## config.mk

```make
export PLATFORM = sky130hd
export DESIGN_NAME = generic_ping_pong_counter
export DESIGN_NICKNAME = d
export VERILOG_FILES = /design/src/rtl/generic_ping_pong_counter_pkg.sv /design/src/rtl/ppc_step_calc.sv /design/src/rtl/generic_ping_pong_counter.sv
export SDC_FILE = /design/constraint.sdc
export NUM_CORES = 1
export LEC_CHECK = 0
export CORE_UTILIZATION = 48
export DETAILED_ROUTE_END_ITERATION = 6
export GPL_TIMING_DRIVEN = 0
export PLACE_DENSITY = 0.85
export SLEW_MARGIN = 20
export SYNTH_ARGS = -nofsm -noshare
export SYNTH_HDL_FRONTEND = slang
export SYNTH_SLANG_ARGS = --single-unit
```

## constraint.sdc

```tcl
create_clock -name clk -period 3.5 [get_ports clk]
set_input_delay 0.7 -clock clk [delete_from_list [all_inputs] [get_ports clk]]
set_output_delay 0.7 -clock clk [all_outputs]
set_load 0.03 [all_outputs]
```

## src/rtl/generic_ping_pong_counter_pkg.sv

```systemverilog
// Shared encodings for the ping-pong counter: count modes and direction values.
package generic_ping_pong_counter_pkg;

   typedef enum logic [1:0] {
      MODE_BOUNCE  = 2'b00,
      MODE_WRAP    = 2'b01,
      MODE_ONESHOT = 2'b10,
      MODE_RSVD    = 2'b11
   } ppc_mode_e;

   localparam logic DIR_UP   = 1'b1;
   localparam logic DIR_DOWN = 1'b0;

endpackage

```

## src/rtl/ppc_step_calc.sv

```systemverilog
// Combinational next-state for one count tick: range repair, bounce/wrap/one-shot stepping.
module ppc_step_calc
   import generic_ping_pong_counter_pkg::*;
#(
   parameter int unsigned WIDTH = 4
) (
   input  logic             active_i,
   input  logic [WIDTH-1:0] cnt_i,
   input  logic             dir_i,
   input  logic             done_i,
   input  logic [1:0]       mode_i,
   input  logic [WIDTH-1:0] min_i,
   input  logic [WIDTH-1:0] max_i,
   input  logic [WIDTH-1:0] step_i,
   output logic [WIDTH-1:0] cnt_o,
   output logic             dir_o,
   output logic             turn_o,
   output logic             done_o
);

   ppc_mode_e               mode;
   logic                    go;
   logic [WIDTH:0]          sum;
   logic signed [WIDTH+1:0] diff;
   logic signed [WIDTH+1:0] lo_s;
   logic [WIDTH:0]          hi_u;
   logic                    hit_up;
   logic                    hit_dn;

   always_comb begin
      mode = ppc_mode_e'(mode_i);
      // one extra bit up, two down, so neither cnt+step nor cnt-step can wrap
      sum  = {1'b0, cnt_i} + {1'b0, step_i};
      diff = $signed({2'b00, cnt_i}) - $signed({2'b00, step_i});
      lo_s = $signed({2'b00, min_i});
      hi_u = {1'b0, max_i};

      if (mode == MODE_WRAP) begin
         hit_up = (sum > hi_u);
         hit_dn = (diff < lo_s);
      end else begin
         hit_up = (sum >= hi_u);
         hit_dn = (diff <= lo_s);
      end

      go = active_i && (max_i > min_i) && (step_i != '0) &&
           (mode != MODE_RSVD) && !done_i;

      cnt_o  = cnt_i;
      dir_o  = dir_i;
      turn_o = 1'b0;
      done_o = done_i;

      if (go) begin
         if (cnt_i < min_i) begin
            cnt_o = min_i;
         end else if (cnt_i > max_i) begin
            cnt_o = max_i;
         end else if (dir_i == DIR_UP) begin
            if (hit_up) begin
               turn_o = 1'b1;
               case (mode)
                  MODE_WRAP: cnt_o = min_i;
                  MODE_ONESHOT: begin
                     cnt_o  = max_i;
                     done_o = 1'b1;
                  end
                  default: begin
                     cnt_o = max_i;
                     dir_o = DIR_DOWN;
                  end
               endcase
            end else begin
               cnt_o = sum[WIDTH-1:0];
            end
         end else begin
            if (hit_dn) begin
               turn_o = 1'b1;
               case (mode)
                  MODE_WRAP: cnt_o = max_i;
                  MODE_ONESHOT: begin
                     cnt_o  = min_i;
                     done_o = 1'b1;
                  end
                  default: begin
                     cnt_o = min_i;
                     dir_o = DIR_UP;
                  end
               endcase
            end else begin
               cnt_o = diff[WIDTH-1:0];
            end
         end
      end
   end

endmodule

```

## src/rtl/generic_ping_pong_counter.sv

```systemverilog
// Ping-pong counter: registered state with rst > load > flip > tick priority.
module generic_ping_pong_counter
   import generic_ping_pong_counter_pkg::*;
#(
   parameter int unsigned WIDTH   = 4,
   parameter logic        RST_DIR = 1'b1
) (
   input  logic             clk,
   input  logic             rst,
   input  logic             tick,
   input  logic             enable,
   input  logic [1:0]       mode,
   input  logic             flip,
   input  logic             load,
   input  logic [WIDTH-1:0] load_val,
   input  logic [WIDTH-1:0] max,
   input  logic [WIDTH-1:0] min,
   input  logic [WIDTH-1:0] step,
   output logic [WIDTH-1:0] cnt,
   output logic             direction,
   output logic             turn,
   output logic             done
);

   logic [WIDTH-1:0] cnt_q, cnt_d;
   logic             dir_q, dir_d;
   logic             turn_q, turn_d;
   logic             done_q, done_d;

   logic [WIDTH-1:0] calc_cnt;
   logic             calc_dir;
   logic             calc_turn;
   logic             calc_done;
   logic [WIDTH-1:0] load_clamped;

   ppc_step_calc #(
      .WIDTH (WIDTH)
   ) u_step_calc (
      .active_i (tick & enable),
      .cnt_i    (cnt_q),
      .dir_i    (dir_q),
      .done_i   (done_q),
      .mode_i   (mode),
      .min_i    (min),
      .max_i    (max),
      .step_i   (step),
      .cnt_o    (calc_cnt),
      .dir_o    (calc_dir),
      .turn_o   (calc_turn),
      .done_o   (calc_done)
   );

   always_comb begin
      if (load_val < min) begin
         load_clamped = min;
      end else if (load_val > max) begin
         load_clamped = max;
      end else begin
         load_clamped = load_val;
      end

      cnt_d  = calc_cnt;
      dir_d  = calc_dir;
      turn_d = calc_turn;
      done_d = calc_done;

      if (load) begin
         cnt_d  = load_clamped;
         dir_d  = dir_q;
         turn_d = 1'b0;
         done_d = 1'b0;
      end else if (flip) begin
         cnt_d  = cnt_q;
         dir_d  = ~dir_q;
         turn_d = 1'b0;
         done_d = 1'b0;
      end
   end

   always_ff @(posedge clk) begin
      if (rst) begin
         cnt_q  <= min;
         dir_q  <= RST_DIR;
         turn_q <= 1'b0;
         done_q <= 1'b0;
      end else begin
         cnt_q  <= cnt_d;
         dir_q  <= dir_d;
         turn_q <= turn_d;
         done_q <= done_d;
      end
   end

   assign cnt       = cnt_q;
   assign direction = dir_q;
   assign turn      = turn_q;
   assign done      = done_q;

endmodule

```

# == After elaboration in Yosys (flattened, before gate mapping) ==
# Index checks and enable logic that the tools add are counted.
# totals
wordCells,74
reg_bits,7
out_inout_bits,7
# op_classes
magnitude_cmp,9
bitwise_logic,6
muxes,31
eq_ne,7
n_reduce_logical,15
addsub,2
# ops
operator,count
$mux 4,13
$mux 1,18
$gt 4x4->1,3
$lt 4x4->1,2
$le 6x5->1,1
$lt 6x5->1,1
$ne 2x2->1 const B,3
$reduce_or 6->1,1
$add 4x4->5,1
$ge 5x4->1,1
$gt 5x4->1,1
$not 1->1,5
$reduce_and 5->1,1
$sub 4x4->5,1
$logic_and 1x1->1,4
$reduce_and 4->1,1
$reduce_bool 2->1,2
$reduce_bool 4->1,1
$ne 3x2->1 const B,1
$reduce_bool 3->1,1
$reduce_or 3->1,1
$eq 2x1->1 const B,1
$eq 2x2->1 const B,1
$ne 2x1->1 const B,1
4 further kinds,4

# == Longest topological paths before layout ==
# logic_depth
word_depth,11
depth_mapped,14
ltp_nobuf,14

# == Modules after synthesis ==
# Synthesis repeated with hierarchy kept, for this count alone.
# unflattened
cells_unflattened,222
area_unflattened_um2,1780.5
# modules_own_cells
module,area_per_inst_um2,instances,cells_each,seq_area_each_um2
ppc_step_calc,1192.4,1,154,0.0
generic_ping_pong_counter,588.1,1,68,180.2

# == Worst setup path after synthesis ==
# OpenSTA, ideal clock, no wires.
# synth_timing
path_kind,input -> register
from,input port step[2]
to,"register cnt_q[0], in the netlist cnt[0], data pin"
setup_ps,265
stages,12
path_slack_ps,176
arrival_ps,3059
n_path_buf,0
path_cell_list,inv_1 -> ha_1 -> inv_1 -> a221oi_1 -> xnor2_1 -> ha_1 -> nand3_1 -> nor2_1 -> o311ai_2 -> or3b_1 -> a21oi_1 -> or3_1
# synth_via
elab_chain_cells,11
word_cells_on_any_way,17
# synth_lines
item,line_no,text
start: declaration,generic_ping_pong_counter.sv:18,"input logic [WIDTH-1:0] step,"
$sub 4x4->5 / $add 4x4->5 (equally long branches),"ppc_step_calc.sv:34, ppc_step_calc.sv:33",
$le 6x5->1 (tied with other cells),ppc_step_calc.sv:43,hit_dn = (diff <= lo_s);
$mux 1,ppc_step_calc.sv:38,if (mode == MODE_WRAP) begin
$mux 4 (on tied branches),"ppc_step_calc.sv:77, ppc_step_calc.sv:60",
$mux 4 *,ppc_step_calc.sv:59,end else if (dir_i == DIR_UP) begin
$mux 4 *,ppc_step_calc.sv:57,end else if (cnt_i > max_i) begin
$mux 4 *,ppc_step_calc.sv:55,if (cnt_i < min_i) begin
$mux 4 *,ppc_step_calc.sv:54,if (go) begin
$mux 4 *,generic_ping_pong_counter.sv:72,end else if (flip) begin
$mux 4 *,generic_ping_pong_counter.sv:67,if (load) begin
$mux 4 *,generic_ping_pong_counter.sv:81,if (rst) begin
end signal: assignment,generic_ping_pong_counter.sv:82,cnt_q <= min;
end signal: assignment,generic_ping_pong_counter.sv:87,cnt_q <= cnt_d;
end: declaration,generic_ping_pong_counter.sv:25,"logic [WIDTH-1:0] cnt_q, cnt_d;"
# Mark *: on every way between the ends. The rest lies on a longest branch, timed or not. The select of a mux whose other input is x is not followed.
# A chain may end at the register's enable or synchronous reset.

# == Worst setup path in the final report ==
# layout_timing
from,input port step[1]
to,"register cnt_q[2], in the netlist cnt[2], data pin"
# The elaborated chain is that of the path after synthesis.

==> summary.md <==
| Metric | Value |
|---|---|
| CP max stage cell | `a2111oi_4` |
| Crit path cell chain | `clkbuf_2, inv_1, ha_4, nor2_2, a221oi_4, xnor2_2, ha_2, a2111oi_4, o311ai_4, buf_4, buf_4, nand4_1, o211ai_1, a311o_1` |
| Final Setup Violations | `0` |
| Initial core utilization | `0.505` |
| DRT Pass-1 Iters | `4` |
| Via density | `6.11` |
| Largest delay share family, worst path | `compound AO/OA/AOI/OAI gates` |
| DR WL/cell | `16.5 µm` |
| Pins Over Slew Limit | `0` |
| Sw Pwr | `0.000487 W` |
| Root buf cell | `clkbuf_4` |
| Reg power frac | `0.122` |
| Mean Syn Cell Area | `8.02 µm²` |
| Reg area | `180 µm²` |
| Die area | `0.00375 mm²` |
| Switching share of total power | `0.465` |
| Core Region | `0.00334 mm²` |
| Placed cell areas | `0.00203 mm²` |
| Slew @ Worst Pin | `0.592 ns` |
| Chip Height | `61.2 µm` |
| Pwr per Cell Area | `455 mW/mm²` |
| Filler cell count | `274` |
| Hold endpoint | `done` |
| Part of the power in the clock network | `0.071` |
| Worst-path clk slew | `0.06 ns` |
| CTS tree | `built` |
| Layout Utilization | `0.690` |
| Leakage | `1.04 nW` |
| Starting DRT DRC Count | `129` |
| CP Launch Type | `primary input` |
| Hold_buf cts | `0` |
| Setup ws final | `0.123 ns` |
| Layout Cells excl Fill | `304` |
| Drt drc | `0` |
| HP Class | `flip-flop to flip-flop` |
| Routed wire length | `5.03 mm` |
| Status | `complete, no violations` |
| TritonCTS Sinks | `7` |
| Final hold violations | `0` |
| Rel. slew slack | `0.601` |
| R2r setup slk | `0.15 ns` |
| Top_reg_cell synth | `edfxtp_1` |
| Max FO, Critical Path | `5` |
| Finished Cell Area | `0.00230 mm²` |
| GRT overflow | `0` |
| Vias in the first global route | `1749` |
| Worst reg-to-reg path cell count | `12` |
| Clk_skew | `0.00216 ns` |
| Layout cells sized above 1 | `0.186` |
| Total number of vias | `1856` |
| GRT Overall Usage | `0.273` |
| Die X | `61.2 µm` |
| Longest Clk Path Bufs | `2` |
| Largest net degree at the start of global routing | `11` |
| Global-route wire length before repair | `7.66 mm` |
| Initial antenna violation count | `0` |
| Netlist cell types | `51` |
| Multi-input logic area | `0.00155 mm²` |
| Worst stage delay on the critical path | `0.40 ns` |
| Worst setup EP type | `flip-flop` |
| Nets@finish | `322` |
| I/O pins | `31` |
| Internal | `0.000561 W` |
| Period utilization | `0.965` |
| Port bufs | `29` |
| Hold Crit Start | `done` |
| Register bit total from synthesis | `7` |
| Max-cap violations | `0` |
| Dpl ws | `-0.842 ns` |
| Area of the mapped netlist | `0.00168 mm²` |
| Worst r2r dst | `cnt[2]` |
| Post-Synthesis Cells | `210` |
| Required time worst endpoint | `3.49 ns` |
| Crit Path Category | `primary input to flip-flop` |
| Reg2reg start | `cnt[1]` |
| Mapped Nets | `273` |
| H-tree Lvls | `1` |
| YS warnings | `0` |
| Buffers plus inverters on the worst setup path | `4` |
| Most used cell, CP | `buf_4` |
| Worst skew pair latency | `0.25 ns` |
| Hold Path Depth | `2` |
| Layout area overhead | `36.7%` |
| CP arrival | `3.37 ns` |
| CTS Buf Count | `3` |
| Hold WS | `0.470 ns` |
| Gpl congestion | `0.993` |
| Share of the yosys chip area belonging to registers | `0.107` |
| Detail Route Antenna Nets | `0` |
| EDFF count, synth | `4` |
| Fin crit period | `3.38 ns` |
| Placed Cells incl. Taps | `285` |
| Peak VDD IR | `0.190 mV` |
| RSZ-0062 raised after global routing | `false` |
| Row cnt | `21` |
| Synth async-reset ratio | `0` |
| Inserted Diodes | `0` |
| DP Wirelength | `3.71 mm` |
| Comb power frac | `0.807` |
| Maximum clock rate | `296 MHz` |
-- how the worst max path moves through the flow --
stage	startpoint	endpoint	slack, ns	depth (start not counted)
after floorplan	step[2]	cnt[0]	0.18	12
after global placement	step[1]	cnt[0]	-0.77	13
after detailed placement	step[2]	cnt[0]	-0.84	13
after CTS	step[1]	cnt[0]	0.06	13
after global routing	step[1]	cnt[2]	0.0007	14
final	step[1]	cnt[2]	0.12	14
-- stage by stage --
step,power [W],setup TNS (ns)
floorplan,0.000560,0
global placement,0.000706,-4.44
detailed placement,0.000726,-4.92
CTS,0.000903,0
global route,0.00112,0
finish,0.00105,0
-- cell type report --
class	instances	share of cell area
Buffer	4	0.00707
Tap cell	46	0.0250
Multi-Input combinational cell	177	0.672
Timing Repair Buffer	44	0.170
Clock buffer	3	0.00978
Clock inverter	1	0.00217
Sequential cell	7	0.0783
Inverter	22	0.0359
-- tightest hold or removal path, cell delays in order, from the launching register on --
cell     delay, ns
dfxtp_1       0.33
nand2_1       0.05
o21ai_1       0.05
-- power by group through the flow --
stage | Sequential (W) | Clock [W] | Combinational (W)
floorplan | 0.000138 | 0 | 0.000422
global placement | 0.000125 | 0 | 0.000581
detailed placement | 0.000125 | 0 | 0.000602
CTS | 0.000124 | 0.0000772 | 0.000701
global route | 0.000128 | 0.0000830 | 0.000907
finish | 0.000128 | 0.0000746 | 0.000846
-- registers in the layout, summed over array words and instances, names as in the netlist --
| signal | cells |
|---|---|
| cnt | 4 |
| direction | 1 |
| done | 1 |
| turn | 1 |
-- cell families (layout without fill, tap and decap cells) --
group,count (synthesis),after routing,share of synthesized area
compound gates,69,69,0.292
xor+xnor,4,4,0.0208
fa+ha+maj,39,39,0.299
buf+inv,26,74,0.0587
flops,7,7,0.107
mux,9,9,0.0542
simple gates,56,56,0.169
-- synth_stat cells (4+ instances only) --
cell type | n | area share
o21ai_1 | 6 | 0.018
nor2_1 | 11 | 0.025
nand3_1 | 7 | 0.021
o21ai_0 | 11 | 0.033
o21a_1 | 5 | 0.022
nand2_1 | 18 | 0.040
a21o_1 | 4 | 0.018
inv_1 | 22 | 0.049
a21oi_1 | 14 | 0.042
ha_1 | 37 | 0.27
o211ai_1 | 4 | 0.018
nor2b_1 | 5 | 0.019
mux2i_1 | 8 | 0.048
edfxtp_1 | 4 | 0.071
-- per-layer routing --
metal	up-vias	routed length, µm	share of wire	track usage
li1	881	-	-	-
met1	866	2110	0.42	0.345
met2	91	2520	0.50	0.488
met3	18	295	0.059	0.0315
met4	0	95	0.019	0.0747
met5	-	0	0	0
-- what timing repair did --
| item | in CTS | in global routing |
|---|---|---|
| buffers inserted | 6 | 9 |
| pin swaps | 9 | 10 |
| endpoints found under the setup margin | 7 | 6 |
| gates resized for setup | 14 | 20 |
-- placed cells by master, fill, tap and decap left out, drive strengths merged, types with 2 or more instances in the layout --
cell type,netlist,layout
a21o,4,4
a21oi,15,15
a221oi,2,2
a31oi,3,3
buf,1,16
clkbuf,3,9
clkdlybuf4s50,0,25
dfxtp,3,3
edfxtp,4,4
fa,2,2
ha,37,37
inv,22,22
mux2i,8,8
nand2,18,18
nand2b,2,2
nand3,7,7
nand4,2,2
nor2,11,11
nor2b,5,5
nor3,2,2
o211ai,5,5
o21a,5,5
o21ai,17,17
o21bai,2,2
o22ai,3,3
o311ai,2,2
or3,3,3
xnor2,3,3
Note: power is estimated with default switching activity, not from simulation.
